==> config.mk <==
export PLATFORM = sky130hd
export DESIGN_NAME = vga_timing_gen_flat
export DESIGN_NICKNAME = d
export VERILOG_FILES = /design/src/rtl/vga_pkg.sv /design/src/rtl/vga_timing_gen_if.sv /design/src/rtl/vga_delay_line.sv /design/src/rtl/vga_timing_gen.sv /design/src/flat_wrapper.sv
export SDC_FILE = /design/constraint.sdc
export NUM_CORES = 1
export LEC_CHECK = 0
export BUFFER_PORTS_ARGS = -buffer_cell sky130_fd_sc_hd__clkbuf_2
export CAP_MARGIN = 20
export CORE_UTILIZATION = 46
export DETAILED_ROUTE_END_ITERATION = 6
export HOLD_SLACK_MARGIN = 0.06
export PLACE_DENSITY = 0.69
export SLEW_MARGIN = 5
export SYNTH_ARGS = -nofsm -noshare
export SYNTH_HDL_FRONTEND = slang
export SYNTH_SLANG_ARGS = --single-unit
==> constraint.sdc <==
create_clock -name clk -period 1.9 [get_ports clk]
set_clock_uncertainty 0.05 [all_clocks]
set_input_delay 0 -clock clk [delete_from_list [all_inputs] [get_ports clk]]
set_output_delay 0 -clock clk [all_outputs]
set_load 0.03 [all_outputs]
==> src/rtl/vga_pkg.sv <==
// rtl/vga_pkg.sv - VGA timing sets, timing struct and sync polarity constants.
package vga_pkg;

    typedef struct packed {
        logic [15:0] active;
        logic [15:0] fp;
        logic [15:0] sync;
        logic [15:0] bp;
    } vga_axis_t;

    typedef struct packed {
        vga_axis_t h;
        vga_axis_t v;
        logic      hpol;
        logic      vpol;
    } vga_timing_t;

    localparam logic SYNC_ACTIVE_LOW  = 1'b0;
    localparam logic SYNC_ACTIVE_HIGH = 1'b1;

    localparam int MAX_PIXEL_LATENCY = 7;

    localparam vga_timing_t VGA_640X480_60 = '{
        h:    '{active: 16'd640, fp: 16'd16, sync: 16'd96,  bp: 16'd48},
        v:    '{active: 16'd480, fp: 16'd10, sync: 16'd2,   bp: 16'd33},
        hpol: SYNC_ACTIVE_LOW,
        vpol: SYNC_ACTIVE_LOW
    };

    localparam vga_timing_t VGA_800X600_60 = '{
        h:    '{active: 16'd800, fp: 16'd40, sync: 16'd128, bp: 16'd88},
        v:    '{active: 16'd600, fp: 16'd1,  sync: 16'd4,   bp: 16'd23},
        hpol: SYNC_ACTIVE_HIGH,
        vpol: SYNC_ACTIVE_HIGH
    };

    function automatic int axis_total(input vga_axis_t a);
        return int'(a.active) + int'(a.fp) + int'(a.sync) + int'(a.bp);
    endfunction

endpackage

==> src/rtl/vga_timing_gen_if.sv <==
// rtl/vga_timing_gen_if.sv - Pixel-side bundle between timing generator, renderer and pins.
interface vga_timing_gen_if #(
    parameter int XW      = 10,
    parameter int YW      = 10,
    parameter int COLOR_W = 4
);
    logic               pix_en;
    logic [XW-1:0]      x;
    logic [YW-1:0]      y;
    logic               active;
    logic               line_start;
    logic               frame_start;
    logic [COLOR_W-1:0] red;
    logic [COLOR_W-1:0] green;
    logic [COLOR_W-1:0] blue;
    logic               hsync;
    logic               vsync;
    logic [COLOR_W-1:0] vga_red;
    logic [COLOR_W-1:0] vga_green;
    logic [COLOR_W-1:0] vga_blue;

    modport master (
        input  pix_en, red, green, blue,
        output x, y, active, line_start, frame_start,
               hsync, vsync, vga_red, vga_green, vga_blue
    );

    modport slave (
        output pix_en, red, green, blue,
        input  x, y, active, line_start, frame_start,
               hsync, vsync, vga_red, vga_green, vga_blue
    );
endinterface

==> src/rtl/vga_delay_line.sv <==
// rtl/vga_delay_line.sv - Enable-gated shift register; DEPTH=0 is a straight wire.
module vga_delay_line #(
    parameter int WIDTH = 1,
    parameter int DEPTH = 1
) (
    input  logic             clk,
    input  logic             rst,
    input  logic             en_i,
    input  logic [WIDTH-1:0] data_i,
    output logic [WIDTH-1:0] data_o
);

    if (DEPTH == 0) begin : g_pass
        assign data_o = data_i;
    end else begin : g_shift
        logic [WIDTH-1:0] stage_q [DEPTH];

        always_ff @(posedge clk or posedge rst) begin
            if (rst) begin
                for (int i = 0; i < DEPTH; i++) begin
                    stage_q[i] <= '0;
                end
            end else if (en_i) begin
                stage_q[0] <= data_i;
                for (int i = 1; i < DEPTH; i++) begin
                    stage_q[i] <= stage_q[i-1];
                end
            end
        end

        assign data_o = stage_q[DEPTH-1];
    end

endmodule

==> src/rtl/vga_timing_gen.sv <==
// rtl/vga_timing_gen.sv - Parametrised VGA H/V counters, region decode, strobes and pin stage.
module vga_timing_gen
    import vga_pkg::*;
#(
    parameter int H_ACTIVE      = int'(VGA_640X480_60.h.active),
    parameter int H_FP          = int'(VGA_640X480_60.h.fp),
    parameter int H_SYNC        = int'(VGA_640X480_60.h.sync),
    parameter int H_BP          = int'(VGA_640X480_60.h.bp),
    parameter int V_ACTIVE      = int'(VGA_640X480_60.v.active),
    parameter int V_FP          = int'(VGA_640X480_60.v.fp),
    parameter int V_SYNC        = int'(VGA_640X480_60.v.sync),
    parameter int V_BP          = int'(VGA_640X480_60.v.bp),
    parameter bit HSYNC_POL     = SYNC_ACTIVE_LOW,
    parameter bit VSYNC_POL     = SYNC_ACTIVE_LOW,
    parameter int COLOR_W       = 4,
    parameter int PIXEL_LATENCY = 1
) (
    input  logic      clk,
    input  logic      reset,
    vga_timing_gen_if.master vga
);

    localparam int H_TOTAL = H_ACTIVE + H_FP + H_SYNC + H_BP;
    localparam int V_TOTAL = V_ACTIVE + V_FP + V_SYNC + V_BP;
    localparam int XW      = $clog2(H_TOTAL);
    localparam int YW      = $clog2(V_TOTAL);

    localparam logic [XW-1:0] X_LAST   = XW'(H_TOTAL - 1);
    localparam logic [YW-1:0] Y_LAST   = YW'(V_TOTAL - 1);
    localparam logic [XW:0]   H_VIS    = (XW+1)'(H_ACTIVE);
    localparam logic [XW:0]   HS_BEGIN = (XW+1)'(H_ACTIVE + H_FP);
    localparam logic [XW:0]   HS_END   = (XW+1)'(H_ACTIVE + H_FP + H_SYNC);
    localparam logic [YW:0]   V_VIS    = (YW+1)'(V_ACTIVE);
    localparam logic [YW:0]   VS_BEGIN = (YW+1)'(V_ACTIVE + V_FP);
    localparam logic [YW:0]   VS_END   = (YW+1)'(V_ACTIVE + V_FP + V_SYNC);

    if (H_ACTIVE <= 0 || H_FP <= 0 || H_SYNC <= 0 || H_BP <= 0 ||
        V_ACTIVE <= 0 || V_FP <= 0 || V_SYNC <= 0 || V_BP <= 0 ||
        PIXEL_LATENCY < 0 || PIXEL_LATENCY > MAX_PIXEL_LATENCY) begin : g_param_check
        $error("vga_timing_gen: timing parameter is zero or PIXEL_LATENCY out of 0..7");
    end

    logic [XW-1:0]      x_q, x_d;
    logic [YW-1:0]      y_q, y_d;
    logic               x_wrap, y_wrap;
    logic               line_start_q, line_start_d;
    logic               frame_start_q, frame_start_d;
    logic               hsync_q, hsync_d;
    logic               vsync_q, vsync_d;
    logic [COLOR_W-1:0] red_q, red_d;
    logic [COLOR_W-1:0] green_q, green_d;
    logic [COLOR_W-1:0] blue_q, blue_d;

    logic               active_raw, hs_raw, vs_raw;
    logic [2:0]         dl_in, dl_out;

    // Region is a pure compare on the counters, so it can never skew against x/y.
    always_comb begin
        active_raw = ({1'b0, x_q} < H_VIS) && ({1'b0, y_q} < V_VIS);
        hs_raw     = ({1'b0, x_q} >= HS_BEGIN) && ({1'b0, x_q} < HS_END);
        vs_raw     = ({1'b0, y_q} >= VS_BEGIN) && ({1'b0, y_q} < VS_END);
        dl_in      = {active_raw, hs_raw, vs_raw};
    end

    vga_delay_line #(
        .WIDTH (3),
        .DEPTH (PIXEL_LATENCY)
    ) u_align (
        .clk    (clk),
        .rst    (reset),
        .en_i   (vga.pix_en),
        .data_i (dl_in),
        .data_o (dl_out)
    );

    always_comb begin
        x_wrap        = (x_q == X_LAST);
        y_wrap        = (y_q == Y_LAST);
        x_d           = x_wrap ? '0 : x_q + XW'(1);
        y_d           = y_q;
        if (x_wrap) begin
            y_d = y_wrap ? '0 : y_q + YW'(1);
        end
        line_start_d  = vga.pix_en && x_wrap;
        frame_start_d = vga.pix_en && x_wrap && y_wrap;
        hsync_d       = dl_out[1] ^ ~HSYNC_POL;
        vsync_d       = dl_out[0] ^ ~VSYNC_POL;
        red_d         = dl_out[2] ? vga.red   : '0;
        green_d       = dl_out[2] ? vga.green : '0;
        blue_d        = dl_out[2] ? vga.blue  : '0;
    end

    // Strobes are refreshed every clk so they stay one clk wide even with a sparse pix_en.
    always_ff @(posedge clk or posedge reset) begin
        if (reset) begin
            x_q           <= '0;
            y_q           <= '0;
            line_start_q  <= 1'b0;
            frame_start_q <= 1'b0;
            hsync_q       <= ~HSYNC_POL;
            vsync_q       <= ~VSYNC_POL;
            red_q         <= '0;
            green_q       <= '0;
            blue_q        <= '0;
        end else begin
            line_start_q  <= line_start_d;
            frame_start_q <= frame_start_d;
            if (vga.pix_en) begin
                x_q     <= x_d;
                y_q     <= y_d;
                hsync_q <= hsync_d;
                vsync_q <= vsync_d;
                red_q   <= red_d;
                green_q <= green_d;
                blue_q  <= blue_d;
            end
        end
    end

    assign vga.x           = x_q;
    assign vga.y           = y_q;
    assign vga.active      = active_raw;
    assign vga.line_start  = line_start_q;
    assign vga.frame_start = frame_start_q;
    assign vga.hsync       = hsync_q;
    assign vga.vsync       = vsync_q;
    assign vga.vga_red     = red_q;
    assign vga.vga_green   = green_q;
    assign vga.vga_blue    = blue_q;

endmodule

==> src/flat_wrapper.sv <==
// flat-port wrapper written by rule: the top's interface ports become plain ports
module vga_timing_gen_flat import vga_pkg::*;
#(
    parameter int H_ACTIVE      = int'(VGA_640X480_60.h.active),
    parameter int H_FP          = int'(VGA_640X480_60.h.fp),
    parameter int H_SYNC        = int'(VGA_640X480_60.h.sync),
    parameter int H_BP          = int'(VGA_640X480_60.h.bp),
    parameter int V_ACTIVE      = int'(VGA_640X480_60.v.active),
    parameter int V_FP          = int'(VGA_640X480_60.v.fp),
    parameter int V_SYNC        = int'(VGA_640X480_60.v.sync),
    parameter int V_BP          = int'(VGA_640X480_60.v.bp),
    parameter bit HSYNC_POL     = SYNC_ACTIVE_LOW,
    parameter bit VSYNC_POL     = SYNC_ACTIVE_LOW,
    parameter int COLOR_W       = 4,
    parameter int PIXEL_LATENCY = 1
)
  (clk, reset, vga_pix_en, vga_red, vga_green, vga_blue, vga_x, vga_y, vga_active, vga_line_start, vga_frame_start, vga_hsync, vga_vsync, vga_vga_red, vga_vga_green, vga_vga_blue);
  vga_timing_gen_if #(.XW(4), .YW(3), .COLOR_W(COLOR_W)) vga_i ();
  input  logic clk;
  input  logic reset;
  input wire logic [$bits(vga_i.pix_en)-1:0] vga_pix_en;
  input wire logic [$bits(vga_i.red)-1:0] vga_red;
  input wire logic [$bits(vga_i.green)-1:0] vga_green;
  input wire logic [$bits(vga_i.blue)-1:0] vga_blue;
  output wire logic [$bits(vga_i.x)-1:0] vga_x;
  output wire logic [$bits(vga_i.y)-1:0] vga_y;
  output wire logic [$bits(vga_i.active)-1:0] vga_active;
  output wire logic [$bits(vga_i.line_start)-1:0] vga_line_start;
  output wire logic [$bits(vga_i.frame_start)-1:0] vga_frame_start;
  output wire logic [$bits(vga_i.hsync)-1:0] vga_hsync;
  output wire logic [$bits(vga_i.vsync)-1:0] vga_vsync;
  output wire logic [$bits(vga_i.vga_red)-1:0] vga_vga_red;
  output wire logic [$bits(vga_i.vga_green)-1:0] vga_vga_green;
  output wire logic [$bits(vga_i.vga_blue)-1:0] vga_vga_blue;
  assign vga_i.pix_en = vga_pix_en;
  assign vga_i.red = vga_red;
  assign vga_i.green = vga_green;
  assign vga_i.blue = vga_blue;
  assign vga_x = vga_i.x;
  assign vga_y = vga_i.y;
  assign vga_active = vga_i.active;
  assign vga_line_start = vga_i.line_start;
  assign vga_frame_start = vga_i.frame_start;
  assign vga_hsync = vga_i.hsync;
  assign vga_vsync = vga_i.vsync;
  assign vga_vga_red = vga_i.vga_red;
  assign vga_vga_green = vga_i.vga_green;
  assign vga_vga_blue = vga_i.vga_blue;
  vga_timing_gen #(.H_ACTIVE(H_ACTIVE), .H_FP(H_FP), .H_SYNC(H_SYNC), .H_BP(H_BP), .V_ACTIVE(V_ACTIVE), .V_FP(V_FP), .V_SYNC(V_SYNC), .V_BP(V_BP), .HSYNC_POL(HSYNC_POL), .VSYNC_POL(VSYNC_POL), .COLOR_W(COLOR_W), .PIXEL_LATENCY(PIXEL_LATENCY)) u_core (.clk(clk), .reset(reset), .vga(vga_i));
endmodule
# Yosys cells after proc, flatten, opt, wreduce, memory -nomap -nowiden

Cells that the tools add are included.

Word-level logic and storage cells: 33
Memories kept: 0
Memory bits (read-only): 0
Output and inout port bits: 24
Latch bits: 0
Flip-flop bits (word level): 39
RAM bits: 0

$lt $le $gt $ge: 6
Multiply operators: 0
Reduce and logical (&&, ||, !) cells: 6
Shift-type cells: 0
Add/sub/neg operators: 2
Divide/modulo/power cells: 0
Mux-type cells: 5
Equality and inequality tests: 2
Bitwise logic cells: 2

Operators by type and width:

| operator              | count |
|---|---|
| $add 10x1->10 const B | 2 |
| $eq 10x10->1 const B  | 2 |
| $lt 10x10->1 const B  | 2 |
| $lt 10x9->1 const B   | 2 |
| $mux 10               | 2 |
| $mux 4                | 3 |
| $ge 10x10->1 const B  | 1 |
| $ge 10x9->1 const B   | 1 |
| $logic_and 1x1->1     | 5 |
| $not 1->1             | 2 |
| $reduce_and 2->1      | 1 |

# Depth between registers and ports, before layout

Depth after elaboration: 3
Gate-level depth with buffers: 8

# Cells and area by module

Synthesis repeated with hierarchy kept, for this count alone.

Cell total of the unflattened synthesis: 185
Area, all modules: 1894.3 sq um

By module, submodules not included:

| module         | cells an instance | instances | area each (sq um) | sequential area each (sq um) |
|---|---|---|---|---|
| vga_timing_gen | 178               | 1         | 1781.7            | 903.4 |
| vga_delay_line | 7                 | 1         | 112.6             | 75.1 |

# Worst setup path before layout

Ideal clock, no wire load.

Path kind: register to register
From: reg u_core.x_q[0]
To: reg u_core.y_q[0]
Data required time: 1.723 ns
Path buffers: 2
Period minus slack after synthesis: 1.616 ns
Slack: 0.284 ns
Arrival time: 1.439 ns
Cell stages (with the launch flop): 9
Cells stage by stage: dfrtp_1 ha_1 and4_1 buf_4 nand4b_4 clkinv_4 buf_6 nand3_1 o21ai_0

Longest elaborated chain between the ends: 2

RTL lines:

| item                              | RTL line              | RTL |
|---|---|---|
| from (decl)                       | vga_timing_gen.sv:43  | `logic [XW-1:0] x_q, x_d;` |
| from (signal assigned)            | vga_timing_gen.sv:96  | `x_q <= '0;` |
| from (signal assigned)            | vga_timing_gen.sv:109 | `x_q <= x_d;` |
| $eq 10x10->1                      | vga_timing_gen.sv:77  | `x_wrap = (x_q == X_LAST);` |
| $reduce_and 2->1 (no source line) | --                    |  |
| to (signal assigned)              | vga_timing_gen.sv:110 | `y_q <= y_d;` |
| to (decl)                         | vga_timing_gen.sv:44  | `logic [YW-1:0] y_q, y_d;` |

Every way passes these cells.
A chain may end at the register's enable or synchronous reset.

# Final worst setup path

From: reg u_core.x_q[0]
To: reg u_core.y_q[8]

Same word-level chain as after synthesis.

==> metrics.txt <==
status=finished, final reports clean; largest net degree at the start of global routing=40; nets=roughly 250; pwr dens=855.3 mW/mm2; DP Wirelength=2.373 mm; minimum clock period=1.748 ns; Reg2Reg Setup Slack=0.15 ns; starting density of the core=between 40% and 50%; combined buffer and inverter count along the critical path=1; n_diodes=0; Slowest cell on crit path=dfrtp_1; vias in the first global route=between 1000 and 1500; Synth Area in Simple Gates=around a fifth; Crit Path Max Fanout=16; drt drc=0; CP Data Required Time=2.02 ns; Startpoint Class=flip-flop; worst slew pin tran=0.4633 ns; post-synth top area share=49.50%; core area=0.003771 mm2; Slew Viols, Final=0; Critical R2R Capture=u_core.y_q[8]; Synth Area in Adders=around 2.7%; RD Place Congestion=0.8198; FP Rows=22; Worst Hold End=u_core.vga.vsync; clock sink count=39; Crit path largest cell delay=between 0.4 and 0.5 ns; fillers=333; Synth Area in Compound Gates=8.027%; met2 Use GR=31.89%; final antenna-violating net count=0; IO Pins=39; DR WL/cell=12.48 um; hold path cells=3; 1st-pass router iterations=4; Slew headroom=69.11%; delay-heaviest family, CP=simple AND/OR/NAND/NOR gates; depth of the CTS H-tree=2; Final WS setup=0.1517 ns; routed vias/inst=4.968; setup TNS=0 ns; CTS Buffer Depth=2; clk slew on worst S/H paths=0.07 ns; dpl ws=0.1070 ns; Final Util=between 50% and 60%; layout cells sized above 1=23.73%; met3 GRT Util=5.690%; Post-Synthesis Cells=190; Die H=approximately 66 um; ys flop type=dfrtp_1; All-Layer GR Usage=19.58%; Tcrit/Tclk final=92.02%; Worst Hold Launch=vga_pix_en; met1 global-route usage=24.44%; Peak VDD IR=between 700 and 800 uV; worst r2r src=u_core.x_q[0]; synth top area cells=dfrtp_1 (49%), o21ai_0 (5.6%), nand2_1 (4.4%), inv_1 (3.8%), xnor2_1 (3.7%); Area Overhead vs Synth=20.27%; max-cap viol count=0; initial antenna violation count=0; P_leak=~1.1 nW; HP Class=primary input to flip-flop; mapped cell area=0.001871 mm2; worst-path cell chain=ha_1 > and4_2 > nand4b_4 > clkinv_4 > nand4_1 > xnor2_1; Syn Area/Cell=around 9.8 um2; Setup Viol. Count Final=0; ys async rst share=100.0%; mux cell area share after synthesis=between 1.5 and 2%; TritonCTS Buffers=5; Root Buffer=clkbuf_8; grt total ovfl=0; register area share after synthesis=52.31%; Peak Freq=around 570 MHz; Post-synth EDFFs=0; Die X=around 66 um; YS warnings=0; RSZ-0062 raised after global routing=false; TritonCTS clock tree=done; DRT iter0 DRCs=65; Post-Synth XOR/XNOR Area=~5.6%; Synth Register Bits=39; WL final=3.544 mm; CP Capture Type=flip-flop; Crit Path Class=flip-flop to flip-flop; Die ar.=0.004326 mm2; DR vias=1411; port bufs=38; largest family of logic cells by synthesized area=simple AND/OR/NAND/NOR gates; Post-Syn Nets=209; GRT busiest layer=met2; CP arrival=about 1.9 ns; Synth area leader=dfrtp_1; first-pass GRT wire length=6.175 mm; R2R cell count=6; final hold violation count=0; Clock Latency Late Sink=0.29 ns; synth unique cells=34
[per-layer routing]
layer	wire, um	vias up	share of wire (%)
met5	0	-	0
met4	55	0	1.6
met3	148	6	4.2
met2	1606	34	45
met1	1733	656	49
li1	-	715	-
[flip-flops by register name (all words and copies together) (netlist names)]
signal and flops:
u_core.vga.vsync 1, u_core.u_align.data_o 3, u_core.vga.hsync 1, u_core.vga.frame_start 1
u_core.x_q 10, u_core.vga.vga_green 4, u_core.vga.line_start 1, u_core.y_q 10
u_core.vga.vga_red 4, u_core.vga.vga_blue 4
[worst max-delay path by stage]
stage / start / endpoint / slack [ns] / depth (start not counted)
3_3_place_gp: u_core.x_q[0] / u_core.y_q[8] / 0.18 / 6
5_1_grt: u_core.x_q[0] / u_core.y_q[8] / 0.02 / 6
6_report: u_core.x_q[0] / u_core.y_q[8] / 0.15 / 6
3_5_place_dp: u_core.x_q[0] / u_core.y_q[8] / 0.11 / 6
2_1_floorplan: u_core.x_q[0] / u_core.y_q[0] / 0.28 / 8
4_1_cts: u_core.x_q[0] / u_core.y_q[8] / 0.1 / 6
[layout by cell type (no fill, tap or decap), types with 2 or more instances in the layout]
master | Yosys | final
clkbuf_2 | 0 | 38
dfrtp_1 | 37 | 37
nand2_1 | 22 | 22
o21ai_0 | 21 | 21
inv_1 | 19 | 19
dlygate4sd3_1 | 0 | 13
nor2_1 | 11 | 11
nand3_1 | 10 | 10
xnor2_1 | 8 | 8
nand4_1 | 7 | 7
clkbuf_8 | 0 | 5
nor3_1 | 4 | 4
xor2_1 | 4 | 4
and3_1 | 4 | 4
ha_1 | 4 | 4
a21oi_1 | 2 | 2
mux2_2 | 2 | 2
nand4b_1 | 2 | 2
and4bb_2 | 2 | 2
a31oi_1 | 2 | 2
clkbuf_1 | 4 | 2
buf_4 | 9 | 2
dfstp_2 | 2 | 2
[area by class of cell]
class / instances / area, um2 / area share (%)
flip-flops and latches: 39 / 978.4 / 43.49
multi-input cells: 116 / 714.4 / 31.76
repair buffers: 53 / 335.3 / 14.91
inverters: 20 / 80.08 / 3.560
clock buffers: 7 / 76.32 / 3.393
well taps: 48 / 60.06 / 2.670
clock inverters: 1 / 5.005 / 0.2225
[worst register-to-register path, delay by kind of cell (launching register included)]
kind,cells,cell delay [ns]
DFF,1,0.43
adders and majority gates,1,0.19
xor gates and xnor gates,1,0.15
and+or+nand+nor,3,0.66
buffers and inverters,1,0.16
[timing repair]
item,CTS,global route
buffers inserted,0,0
hold endpoints to repair,49,0
gates resized for setup,0,1
setup endpoints to repair,0,2
hold buffers,13,0
[kinds of logic (layout without fill, tap and decap cells)]
kind of cell	after synthesis	in the layout
and+or+nand+nor	69	69
xor gates and xnor gates	12	12
adders and majority gates	4	4
buffers and inverters	35	81
AOI/OAI and AO/OA	28	28
muxes	3	3
DFF	39	39
[synth_stat cells (4+ instances only)]
| master | instances |
|---|---|
| inv_1 | 19 |
| nand3_1 | 10 |
| xor2_1 | 4 |
| nand2_1 | 22 |
| dfrtp_1 | 37 |
| nor2_1 | 11 |
| nor3_1 | 4 |
| buf_4 | 9 |
| xnor2_1 | 8 |
| o21ai_0 | 21 |
| clkbuf_1 | 4 |
| nand4_1 | 7 |
| and3_1 | 4 |
| ha_1 | 4 |
[power by group]
group          total [W]  switching [W]  internal [W]
Combinational   0.000381       0.000219      0.000163
Sequential       0.00102       0.000116      0.000903
Clock           0.000524       0.000267      0.000257
[metrics by stage]
step | instance area [um2] | instances | hold slack (ns) | total power, W
floorplan | 1871 | 190 | 0.06684 | 0.001359
global placement | 2037 | 263 | 0.07172 | 0.001383
detailed placement | 2037 | 263 | 0.06993 | 0.001399
CTS | 2248 | 284 | 0.1255 | 0.001954
global route | 2250 | 284 | 0.1729 | 0.002048
finish | 2250 | 284 | 0.1283 | 0.001924
(Power assumes the default switching activity.)
